===== config.mk =====
export PLATFORM = sky130hd
export DESIGN_NAME = video_pos_tracker
export DESIGN_NICKNAME = d
export VERILOG_FILES = /design/src/rtl/video_pos_tracker.sv
export SDC_FILE = /design/constraint.sdc
export NUM_CORES = 1
export LEC_CHECK = 0
export CORE_UTILIZATION = 47
export DETAILED_ROUTE_END_ITERATION = 8
export GPL_TIMING_DRIVEN = 0
export PLACE_DENSITY = 0.75
export SLEW_MARGIN = 20
export SYNTH_ARGS = -nofsm -noshare
export SYNTH_HDL_FRONTEND = slang
export SYNTH_SLANG_ARGS = --single-unit

===== constraint.sdc =====
create_clock -name clk -period 3.95 [get_ports clk]
set_input_delay 0.79 -clock clk [delete_from_list [all_inputs] [get_ports clk]]
set_output_delay 0.79 -clock clk [all_outputs]
set_load 0.05 [all_outputs]

===== src/rtl/video_pos_tracker.sv =====
// Tracks the pixel position in a DE-framed video stream, measures the active line width
// and frame height, and declares lock once the timing matches H_ACT x V_ACT.
module video_pos_tracker #(
  parameter int H_ACT       = 1920,
  parameter int V_ACT       = 1080,
  parameter int LOCK_FRAMES = 2
) (
  input  logic        clk,
  input  logic        n_rst,
  input  logic [23:0] i_vid_data,
  input  logic        i_vid_hsync,
  input  logic        i_vid_vsync,
  input  logic        i_vid_VDE,
  output logic [23:0] o_vid_data,
  output logic        o_vid_hsync,
  output logic        o_vid_vsync,
  output logic        o_vid_VDE,
  output logic [11:0] o_hcount,
  output logic [11:0] o_vcount,
  output logic        o_frame_start,
  output logic [11:0] o_line_width,
  output logic [11:0] o_frame_height,
  output logic        o_locked,
  output logic        o_err
);

  localparam logic [1:0] ST_UNLOCKED = 2'd0;
  localparam logic [1:0] ST_ACQUIRE  = 2'd1;
  localparam logic [1:0] ST_LOCKED   = 2'd2;

  localparam logic [11:0] H_ACT_C  = 12'(H_ACT);
  localparam logic [11:0] V_ACT_C  = 12'(V_ACT);
  localparam logic [7:0]  LOCK_C   = 8'(LOCK_FRAMES);
  localparam logic [11:0] CNT_MAX  = 12'hFFF;

  logic        vsync_prev_q, vde_prev_q;
  logic [11:0] pix_cnt_q, pix_cnt_d;
  logic [11:0] line_cnt_q, line_cnt_d;
  logic        fs_pend_q, fs_pend_d;
  logic        frame_bad_q, frame_bad_d;
  logic [1:0]  state_q, state_d;
  logic [7:0]  match_q, match_d;
  logic        err_q, err_d;

  logic [23:0] data_q;
  logic        hsync_q, vsync_q, vde_q;
  logic [11:0] hcount_q, hcount_d;
  logic [11:0] vcount_q, vcount_d;
  logic        fs_q, fs_d;
  logic [11:0] width_q, width_d;
  logic [11:0] height_q, height_d;

  logic        line_end, vs_edge, line_bad, frame_good;
  logic [11:0] lines_done;

  // NOTE: every signal assigned here gets a default first so no latch can be inferred.
  always_comb begin
    line_end   = vde_prev_q & ~i_vid_VDE;
    vs_edge    = i_vid_vsync & ~vsync_prev_q;
    // A line ending in the same cycle as the vsync edge still belongs to the old frame.
    lines_done = line_cnt_q;
    if (line_end && line_cnt_q != CNT_MAX) lines_done = line_cnt_q + 12'd1;
    line_bad   = line_end && (pix_cnt_q != H_ACT_C);
    frame_good = !frame_bad_q && !line_bad && (lines_done == V_ACT_C);

    pix_cnt_d = pix_cnt_q;
    if (i_vid_VDE) begin
      if (pix_cnt_q != CNT_MAX) pix_cnt_d = pix_cnt_q + 12'd1;
    end else if (line_end) begin
      pix_cnt_d = 12'd0;
    end
    line_cnt_d  = vs_edge ? 12'd0 : lines_done;

    hcount_d    = i_vid_VDE ? pix_cnt_q  : 12'd0;
    vcount_d    = i_vid_VDE ? line_cnt_q : 12'd0;
    fs_d        = i_vid_VDE & fs_pend_q;
    fs_pend_d   = vs_edge ? 1'b1 : (i_vid_VDE ? 1'b0 : fs_pend_q);
    width_d     = line_end ? pix_cnt_q : width_q;
    height_d    = vs_edge ? lines_done : height_q;
    frame_bad_d = vs_edge ? 1'b0 : (frame_bad_q | line_bad);

    state_d = state_q;
    match_d = match_q;
    err_d   = 1'b0;
    case (state_q)
      ST_UNLOCKED: begin
        if (vs_edge) begin
          state_d = ST_ACQUIRE;
          match_d = 8'd0;
        end
      end
      ST_ACQUIRE: begin
        if (vs_edge) begin
          if (frame_good) begin
            match_d = match_q + 8'd1;
            if (match_d >= LOCK_C) state_d = ST_LOCKED;
          end else begin
            match_d = 8'd0;
          end
        end
      end
      ST_LOCKED: begin
        if (line_bad || (vs_edge && lines_done != V_ACT_C)) begin
          err_d   = 1'b1;
          state_d = ST_UNLOCKED;
          match_d = 8'd0;
        end
      end
      default: begin
        state_d = ST_UNLOCKED;
        match_d = 8'd0;
      end
    endcase
  end

  // NOTE: sequential state uses non-blocking assignments so all registers update together.
  always_ff @(posedge clk or negedge n_rst) begin
    if (!n_rst) begin
      vsync_prev_q <= 1'b0;
      vde_prev_q   <= 1'b0;
      pix_cnt_q    <= 12'd0;
      line_cnt_q   <= 12'd0;
      fs_pend_q    <= 1'b0;
      frame_bad_q  <= 1'b0;
      state_q      <= ST_UNLOCKED;
      match_q      <= 8'd0;
      err_q        <= 1'b0;
      data_q       <= 24'd0;
      hsync_q      <= 1'b0;
      vsync_q      <= 1'b0;
      vde_q        <= 1'b0;
      hcount_q     <= 12'd0;
      vcount_q     <= 12'd0;
      fs_q         <= 1'b0;
      width_q      <= 12'd0;
      height_q     <= 12'd0;
    end else begin
      vsync_prev_q <= i_vid_vsync;
      vde_prev_q   <= i_vid_VDE;
      pix_cnt_q    <= pix_cnt_d;
      line_cnt_q   <= line_cnt_d;
      fs_pend_q    <= fs_pend_d;
      frame_bad_q  <= frame_bad_d;
      state_q      <= state_d;
      match_q      <= match_d;
      err_q        <= err_d;
      data_q       <= i_vid_data;
      hsync_q      <= i_vid_hsync;
      vsync_q      <= i_vid_vsync;
      vde_q        <= i_vid_VDE;
      hcount_q     <= hcount_d;
      vcount_q     <= vcount_d;
      fs_q         <= fs_d;
      width_q      <= width_d;
      height_q     <= height_d;
    end
  end

  assign o_vid_data     = data_q;
  assign o_vid_hsync    = hsync_q;
  assign o_vid_vsync    = vsync_q;
  assign o_vid_VDE      = vde_q;
  assign o_hcount       = hcount_q;
  assign o_vcount       = vcount_q;
  assign o_frame_start  = fs_q;
  assign o_line_width   = width_q;
  assign o_frame_height = height_q;
  assign o_locked       = (state_q == ST_LOCKED);
  assign o_err          = err_q;

endmodule


After elaboration in Yosys (flattened, before gate mapping)
Index checks and enable logic that the tools add are counted.
{"block": "op_classes", "n_addsub": 3, "multipliers": 0, "div": 0, "n_lt_le_gt_ge": 1, "n_eq_ne": 13, "n_shift": 0, "mux": 23, "bitwise": 6, "reduce_logical": 14}
{"cell": "two-way mux 12 bit", "n": 7}
{"cell": "two-way mux 8 bit", "n": 4}
{"cell": "adder 12 x 1 -> 12 bit (second input constant)", "n": 2}
{"cell": "!= test 12 x 11 -> 1 bit (second input constant)", "n": 2}
{"cell": "!= test 12 bit (second input constant)", "n": 2}
{"cell": "case mux 8 bit (3 select lines)", "n": 1}
{"cell": "equality test 12 x 11 -> 1 bit (second input constant)", "n": 1}
{"cell": "two-way mux 2 bit", "n": 5}
{"cell": "adder 8 x 1 -> 8 bit (second input constant)", "n": 1}
{"cell": ">= comparator 8 x 2 -> 1 bit (second input constant)", "n": 1}
{"cell": "!= test 2 bit (second input constant)", "n": 4}
{"cell": "case mux 2 bit (3 select lines)", "n": 1}
{"cell": "logical AND 1 bit", "n": 5}
{"cell": "two-way mux 1 bit", "n": 5}
{"cell": "AND reduction 5 bit", "n": 1}
{"cell": "!= test 2 x 1 -> 1 bit (second input constant)", "n": 2}
{"cell": "nonzero test 2 bit", "n": 2}
{"cell": "bitwise AND 1 bit", "n": 3}
{"cell": "AND reduction 3 bit", "n": 1}
{"cell": "equality test 2 x 1 -> 1 bit (second input constant)", "n": 1}
{"cell": "equality test 2 bit (second input constant)", "n": 1}
{"cell": "logical NOT 1 bit", "n": 2}
{"cell": "logical NOT 2 bit", "n": 1}
{"cell": "inverter 1 bit", "n": 2}
{"cell": "other kinds (3)", "n": 3}
{"block": "word_totals", "regBits": 113, "latch_bits": 0, "mem_bits_rw": 0, "romBits": 0, "inputBits": 29, "out_inout_bits": 78, "elab_cells": 76, "memories": 0}

Longest topological paths before layout
{"block": "depth", "word_depth": 9, "mapped_depth": 10, "mapped_depth_nobuf": 9}

Worst setup path before layout
OpenSTA, ideal clock, no wires.
{"block": "synth_path", "kind": "input to register", "startpoint": "input port i_vid_VDE", "endpoint": "register match_q[1]", "setup_ps": 128, "arrival_time_ps": 2867, "required_time_ps": 3822, "setup_slack_ps": 955, "stages": 9, "n_path_buf": 2, "cell_sequence": "buf_6 > nand2b_4 > buf_2 > nor3_1 > mux2i_1 > o211ai_4 > nor4_2 > o21a_4 > mux2_1"}
{"block": "synth_between", "elab_chain_cells": 9, "elab_cells_between_ends": 17, "classes_between": "eq/ne (3); mux (4); bitwise (2); reduce/logical (8)"}
{"element": "start, declared", "line": "13", "source": "input logic i_vid_VDE,"}
{"element": "inverter 1 bit (*)", "line": "58", "source": "line_end = vde_prev_q & ~i_vid_VDE;"}
{"element": "bitwise AND 1 bit (*)", "line": "58"}
{"element": "logical AND 1 bit, on equally long branches", "line": "62, 63"}
{"element": "two-way mux 12 bit or logical NOT 1 bit (tied branches)", "line": "62, 64"}
{"element": "equality test 12 x 11 -> 1 bit, or another cell as far along", "line": "64", "source": "frame_good = !frame_bad_q && !line_bad && (lines_done == V_ACT_C);"}
{"element": "logical AND 1 bit, on equally long branches", "line": "64, 103"}
{"element": "two-way mux 8 bit or logical OR 1 bit (tied branches)", "line": "94, 103"}
{"element": "two-way mux 8 bit or != test 2 x 1 -> 1 bit (tied branches)"}
{"element": "case mux 8 bit (3 select lines) or AND reduction 3 bit (tied branches)"}
{"element": "end signal, assigned", "line": "145", "source": "match_q <= match_d;"}
{"element": "end, declared", "line": "42", "source": "logic [7:0] match_q, match_d;"}
Mark *: on every way between the ends. The rest lies on a longest branch, timed or not. The select of a mux whose other input is x is not followed.
A chain may end at the register's enable or synchronous reset.

Worst setup path after layout
Ends and elaborated chain as after synthesis.

==> results.sh <==
export IMPL_io_pins=107
export IMPL_grt_pass1_vias=3471
export IMPL_placed_area_um2=6060
export IMPL_syn_area_um2=4810
export IMPL_antenna_found_initial=0
export IMPL_critPathCaptureType="flop"
export IMPL_layout_nets=598
export IMPL_numPlacedInstances=678
export IMPL_gr_total_overflow=0
export IMPL_post_cts_resized=0
export IMPL_maxSlewViolCount=0
export IMPL_critPathMaxStageDelay_ps=510
export IMPL_drc=0
export IMPL_die_h_um=103
export IMPL_clk_latency_ps=510
export IMPL_wl_um=10300
export IMPL_cp_arrival_ps=3810
export IMPL_drt_iter0_markers=142
export IMPL_cp_max_fo=10
export IMPL_setup_viol=0
export IMPL_routedWlPerCell_um=14.5
export IMPL_crit_required_ps=4340
export IMPL_io_buffers=106
export IMPL_clockBufferDepth=2
export IMPL_timing_rr_start="line_cnt_q[0]$_DFF_PN0_"
export IMPL_cp_top_family="simple AND/OR/NAND/NOR gates"
export IMPL_crit_chain="clkdlybuf4s50_1 > buf_6 > nand2b_4 > buf_2 > nor3_1 > mux2i_1 > o211ai_4 > nor4_2 > o21a_4 > mux2_1"
export IMPL_diodes=0
export IMPL_vias_per_cell=5.23
export IMPL_status="finished, final reports clean"
export IMPL_worstSetupStartpoint="i_vid_VDE"
export IMPL_tns_ps=0
export IMPL_max_freq_mhz=292
export IMPL_clock_sinks=113
export IMPL_place_hpwl_um=7200
export IMPL_worst_pin_slew_ps=585
export IMPL_grt_usage_pct=20.7
export IMPL_vdd_drop_max_v=0.000320
export IMPL_async_flop_share_pct=100
export IMPL_synth_edf_count=0
export IMPL_via_count=3716
export IMPL_layout_drive_gt1_share_pct=12.3
export IMPL_grt_max_degree=69
export IMPL_min_delay_path_class="input pin to async pin"
export IMPL_cap_violations=0
export IMPL_cts_tree="done"
export IMPL_initial_core_util_pct=48.7
export IMPL_synthFlopType="dfrtp_1"
export IMPL_finalCritPeriodShare_pct=86.6
export IMPL_hold_viol_final=0
export IMPL_syn_instance_count=438
export IMPL_drt_pass1_iter_count=5
export IMPL_ys_ff_latch=113
export IMPL_coreArea_um2=9860
export IMPL_die_area_um2=10600
export IMPL_dieWidth_um=103
export IMPL_path_class="input pin to flop"
export IMPL_relSlewSlack_pct=60.5
export IMPL_clkTransAtPathRegs_ps=60
export IMPL_area_growth_pct=37.2
export IMPL_ys_seq_area_share_pct=58.8
export IMPL_cts_root_buf="clkbuf_8"
export IMPL_slowest_stage="nor4_2"
export IMPL_postCtsSetupRepairBufs=0
export IMPL_cts_hold_buf=0
export IMPL_rows=36
export IMPL_final_cells=710
export IMPL_cts_made_buffers=17
export IMPL_drt_antenna_violating_nets=0
export IMPL_leakagePower_uw=0.00289
export IMPL_start_kind="input pin"
export IMPL_powerDensity_nw_per_um2=455
export IMPL_worst_path_buf_inv=3
export IMPL_synth_cell_types=70
export IMPL_fin_crit_ps=3420
export IMPL_skew_ps=10.3
export IMPL_synth_net_count=472
export IMPL_grt_pass1_wl_um=16500
export IMPL_grt_setup_unrepaired="no"
export IMPL_avgSynthCellArea_um2=11.0
export IMPL_gp_congestion=0.867
export IMPL_clock_tree_htree_level_count=4
export IMPL_synth_yosys_warnings=0
export IMPL_final_cell_area_um2=6600
==> synth_stat cells, types with 4 or more instances <==
master      n  area, um^2
or3_1       5        31.3
inv_1       8        30.0
a21oi_2     5        43.8
buf_6       4        45.0
nand3b_1    4        30.0
a21o_1      7        52.6
nand3_1    11        55.1
dfrtp_1   113        2830
ha_1        5        62.6
nor2b_1     5        31.3
nand4_1     5        31.3
o21ai_0    34         170
xnor2_1     5        43.8
clkbuf_1   11        41.3
a21oi_1     5        25.0
nand2_1    71         267
a31oi_1     4        25.0
and2_1     27         169
and3_1      6        37.5
nor2_1     30         113
nor3_1      7        35.0
==> per-layer routing <==
metal / routed length (um) / global-route usage [%]
met1: 4470 / 26.6
met2: 5030 / 33.2
met3: 596 / 5.49
met4: 170 / 8.67
met5: 0 / 0
==> sequential cells by signal, indices dropped and copies added, names as in the netlist <==
signal,cells
state_q,2
pix_cnt_q,12
o_frame_start,1
o_frame_height,12
match_q,8
o_line_width,12
o_vid_data,24
o_hcount,12
o_vid_VDE,1
frame_bad_q,1
o_vid_vsync,1
o_err,1
fs_pend_q,1
line_cnt_q,12
o_vcount,12
o_vid_hsync,1
==> layout by cell type (no fill, tap or decap), types with 5 or more instances in the layout <==
master,count
a21o_1,7
a21oi_1,5
a21oi_2,5
and2_1,27
and3_1,6
buf_6,5
clkbuf_1,11
clkbuf_16,16
clkdlybuf4s50_1,105
clkinv_2,7
clkinvlp_4,5
dfrtp_1,113
ha_1,5
inv_1,8
nand2_1,71
nand3_1,11
nand4_1,5
nor2_1,30
nor2b_1,5
nor3_1,7
o21ai_0,34
or3_1,5
xnor2_1,5
==> through the flow <==
stage	power (uW)	utilization, %	setup WS, ps	hold WS (ps)
final	3000	66.9	529	208
after global routing	3130	66.9	372	230
after CTS	3030	66.9	552	210
after detailed placement	1680	61.5	26.0	468
after global placement	1670	61.2	-2040	464
after floorplan	1510	-	955	458
==> logic make-up (layout without fill, tap and decap cells) <==
kind of cell	after synthesis	count (layout)	synth area share, %
and+or+nand+nor	196	196	21.5
DFF	113	113	58.8
AOI/OAI and AO/OA	84	84	12.6
buffers and inverters	27	166	3.12
xor gates and xnor gates	7	7	1.28
muxes	6	6	1.41
adders and majority gates	5	5	1.30
==> cell type report <==
class | instances | area [um^2]
plain buffers | 19 | 120
fillers | 749 | 3270
clock inverters | 15 | 120
clock buffers | 17 | 414
multi-input cells | 298 | 1830
repair buffers | 107 | 1090
well taps | 133 | 166
flip-flops and latches | 113 | 2830
inverters | 8 | 30.0
==> path summary, 6_finish.rpt <==
| kind | end | slack [ps] | cells after the start |
|---|---|---|---|
| setup / recovery | match_q[1]$_DFFE_PN0P_ | 530 | 10 |
| setup reg to reg | match_q[1]$_DFFE_PN0P_ | 690 | 8 |
| min in group clk | o_line_width[8]$_DFFE_PN0P_ | 480 | 2 |
| hold / removal | o_line_width[4]$_DFFE_PN0P_ | 210 | 1 |
| hold reg to reg | o_line_width[8]$_DFFE_PN0P_ | 480 | 2 |
| max in group asynchronous | o_vid_hsync$_DFF_PN0_ | 3100 | 2 |
==> where the power goes <==
group	leakage [uW]	internal, uW	switching, uW	total (uW)
logic	0.00115	141	260	401
registers	0.00149	1210	41.8	1260
clock network	0.000255	824	522	1350
==> worst register-to-register path, stage by stage, from the launching register on <==
cell and delay (ps):
dfrtp_1 480, ha_1 370, nand3_2 200, o41ai_1 630, o221a_1 320, o21ai_0 120
nor4_2 420, o21a_4 260, mux2_1 340
Note: power is estimated with default switching activity, not from simulation.
==> edit: new RTL, same settings <==
`data_q` no longer has a reset.
--- a/src/rtl/video_pos_tracker.sv
+++ b/src/rtl/video_pos_tracker.sv
@@ -125,7 +125,6 @@
       state_q      <= ST_UNLOCKED;
       match_q      <= 8'd0;
       err_q        <= 1'b0;
-      data_q       <= 24'd0;
       hsync_q      <= 1'b0;
       vsync_q      <= 1'b0;
       vde_q        <= 1'b0;
@@ -144,7 +143,6 @@
       state_q      <= state_d;
       match_q      <= match_d;
       err_q        <= err_d;
-      data_q       <= i_vid_data;
       hsync_q      <= i_vid_hsync;
       vsync_q      <= i_vid_vsync;
       vde_q        <= i_vid_VDE;
@@ -154,6 +152,10 @@
       width_q      <= width_d;
       height_q     <= height_d;
     end
+  end
+
+  always_ff @(posedge clk) begin
+    data_q <= i_vid_data;
   end
 
   assign o_vid_data     = data_q;
Check against the original RTL: not equivalent (Yosys sat finds a counterexample within 4 cycles, from zero or initial values and one cycle with n_rst low).
==> edit against the original RTL <==
- synthesized area shrank 2.5%
- sequential share of layout area down 1.1 points
- setup slack improved by 53 ps
- power is 2.1% higher
- first-iteration DRC count up 26%
- non-clock buffer count is the same
- cell area is 1.6% lower
- cell count stayed put
- largest cell class unchanged
- wire length rose by 4.3%
- highest routed layer unchanged
- largest power group unchanged
- utilization down 0.16 points
- count of clock-buffer cells in the layout grew 1
- sequential cell count unchanged
==> edit: results (changes against the original RTL) <==
[power]
comb_power_share=0.131  ; -0.003
ir_drop_mv=0.277  ; -14%
power.density_mw_per_mm2=472  ; +3.8%
pg_clk_w=0.00141  ; +4%

[worst_setup_path]
slowest_delay_ps=530  ; +20 ps
reg2reg_slack_ps=760  ; +70 ps
arrival_ps=3750  ; -60 ps

[layout]
nFillCells=798  ; +6.5%
seq_share=0.417  ; -0.0115
multi_input_area_share=0.282  ; +0.00454
final_area_mm2=0.00649  ; -1.6%
clock_area_frac=0.0850  ; +0.00402
final.clkbuf_count=18  ; +1

[yosys]
ys_top_cells_by_area=dfrtp_1, dfxtp_1, nand2_1
synth_common_cells=dfrtp_1, nand2_1, o21ai_0, nor2_1, and2_1
yosysTopAreaCellShare=0.475  ; -0.113
async_flop_share=0.788  ; -0.212
syn_avg_cell_area_um2=10.7  ; -2.5%

[route]
drt_iter0_markers=179  ; +26%
vias_per_cell=5.15  ; -1.6%
wl_per_cell_um=15.1  ; +4.3%

[timing]
max_slew_margin=0.618  ; +0.0128
hold-worst-slack_ps=236  ; +27.7 ps

[global_route]
gr-usage-all-layers=0.226  ; +0.0190
grt_max_degree=54  ; -22%

[placement]
gp_congestion=0.826  ; -4.7%
place_area_mm2=0.00594  ; -2.0%
dp_worst_setup_slack_ps=71.5  ; +45.4 ps
hpwl_um=7570  ; +5.2%

[status]
status=complete, no violations

[edit: worst min-delay path by stage]
stage | start | endpoint | depth (start not counted)
floorplan | fs_pend_q | o_frame_start | 1
global placement | o_line_width[6] | o_line_width[6] | 2
detailed placement | o_line_width[5] | o_line_width[5] | 2
CTS | n_rst | o_line_width[6] | 1
global route | n_rst | o_line_width[6] | 1
finish | n_rst | o_line_width[5] | 1
[edit: cells by family (layout without fill, tap and decap cells)]
logic type	count (synthesis)	in the layout	share of synthesized area
XOR/XNOR	7	7	0.0131
AO/OA/AOI/OAI	84	84	0.129
flip-flops	113	113	0.578
adder cells (fa/ha/maj)	5	5	0.0133
AND/OR/NAND/NOR	196	196	0.220
multiplexers	6	6	0.0144
buffers and inverters	27	166	0.0320
[edit: per-layer routing]
metal,vias to the layer above,wire length [um],GRT usage
met3,18,544,0.0547
met2,119,5190,0.374
met4,0,189,0.0890
met1,1753,4780,0.287
li1,1766,-,-
met5,-,0,0
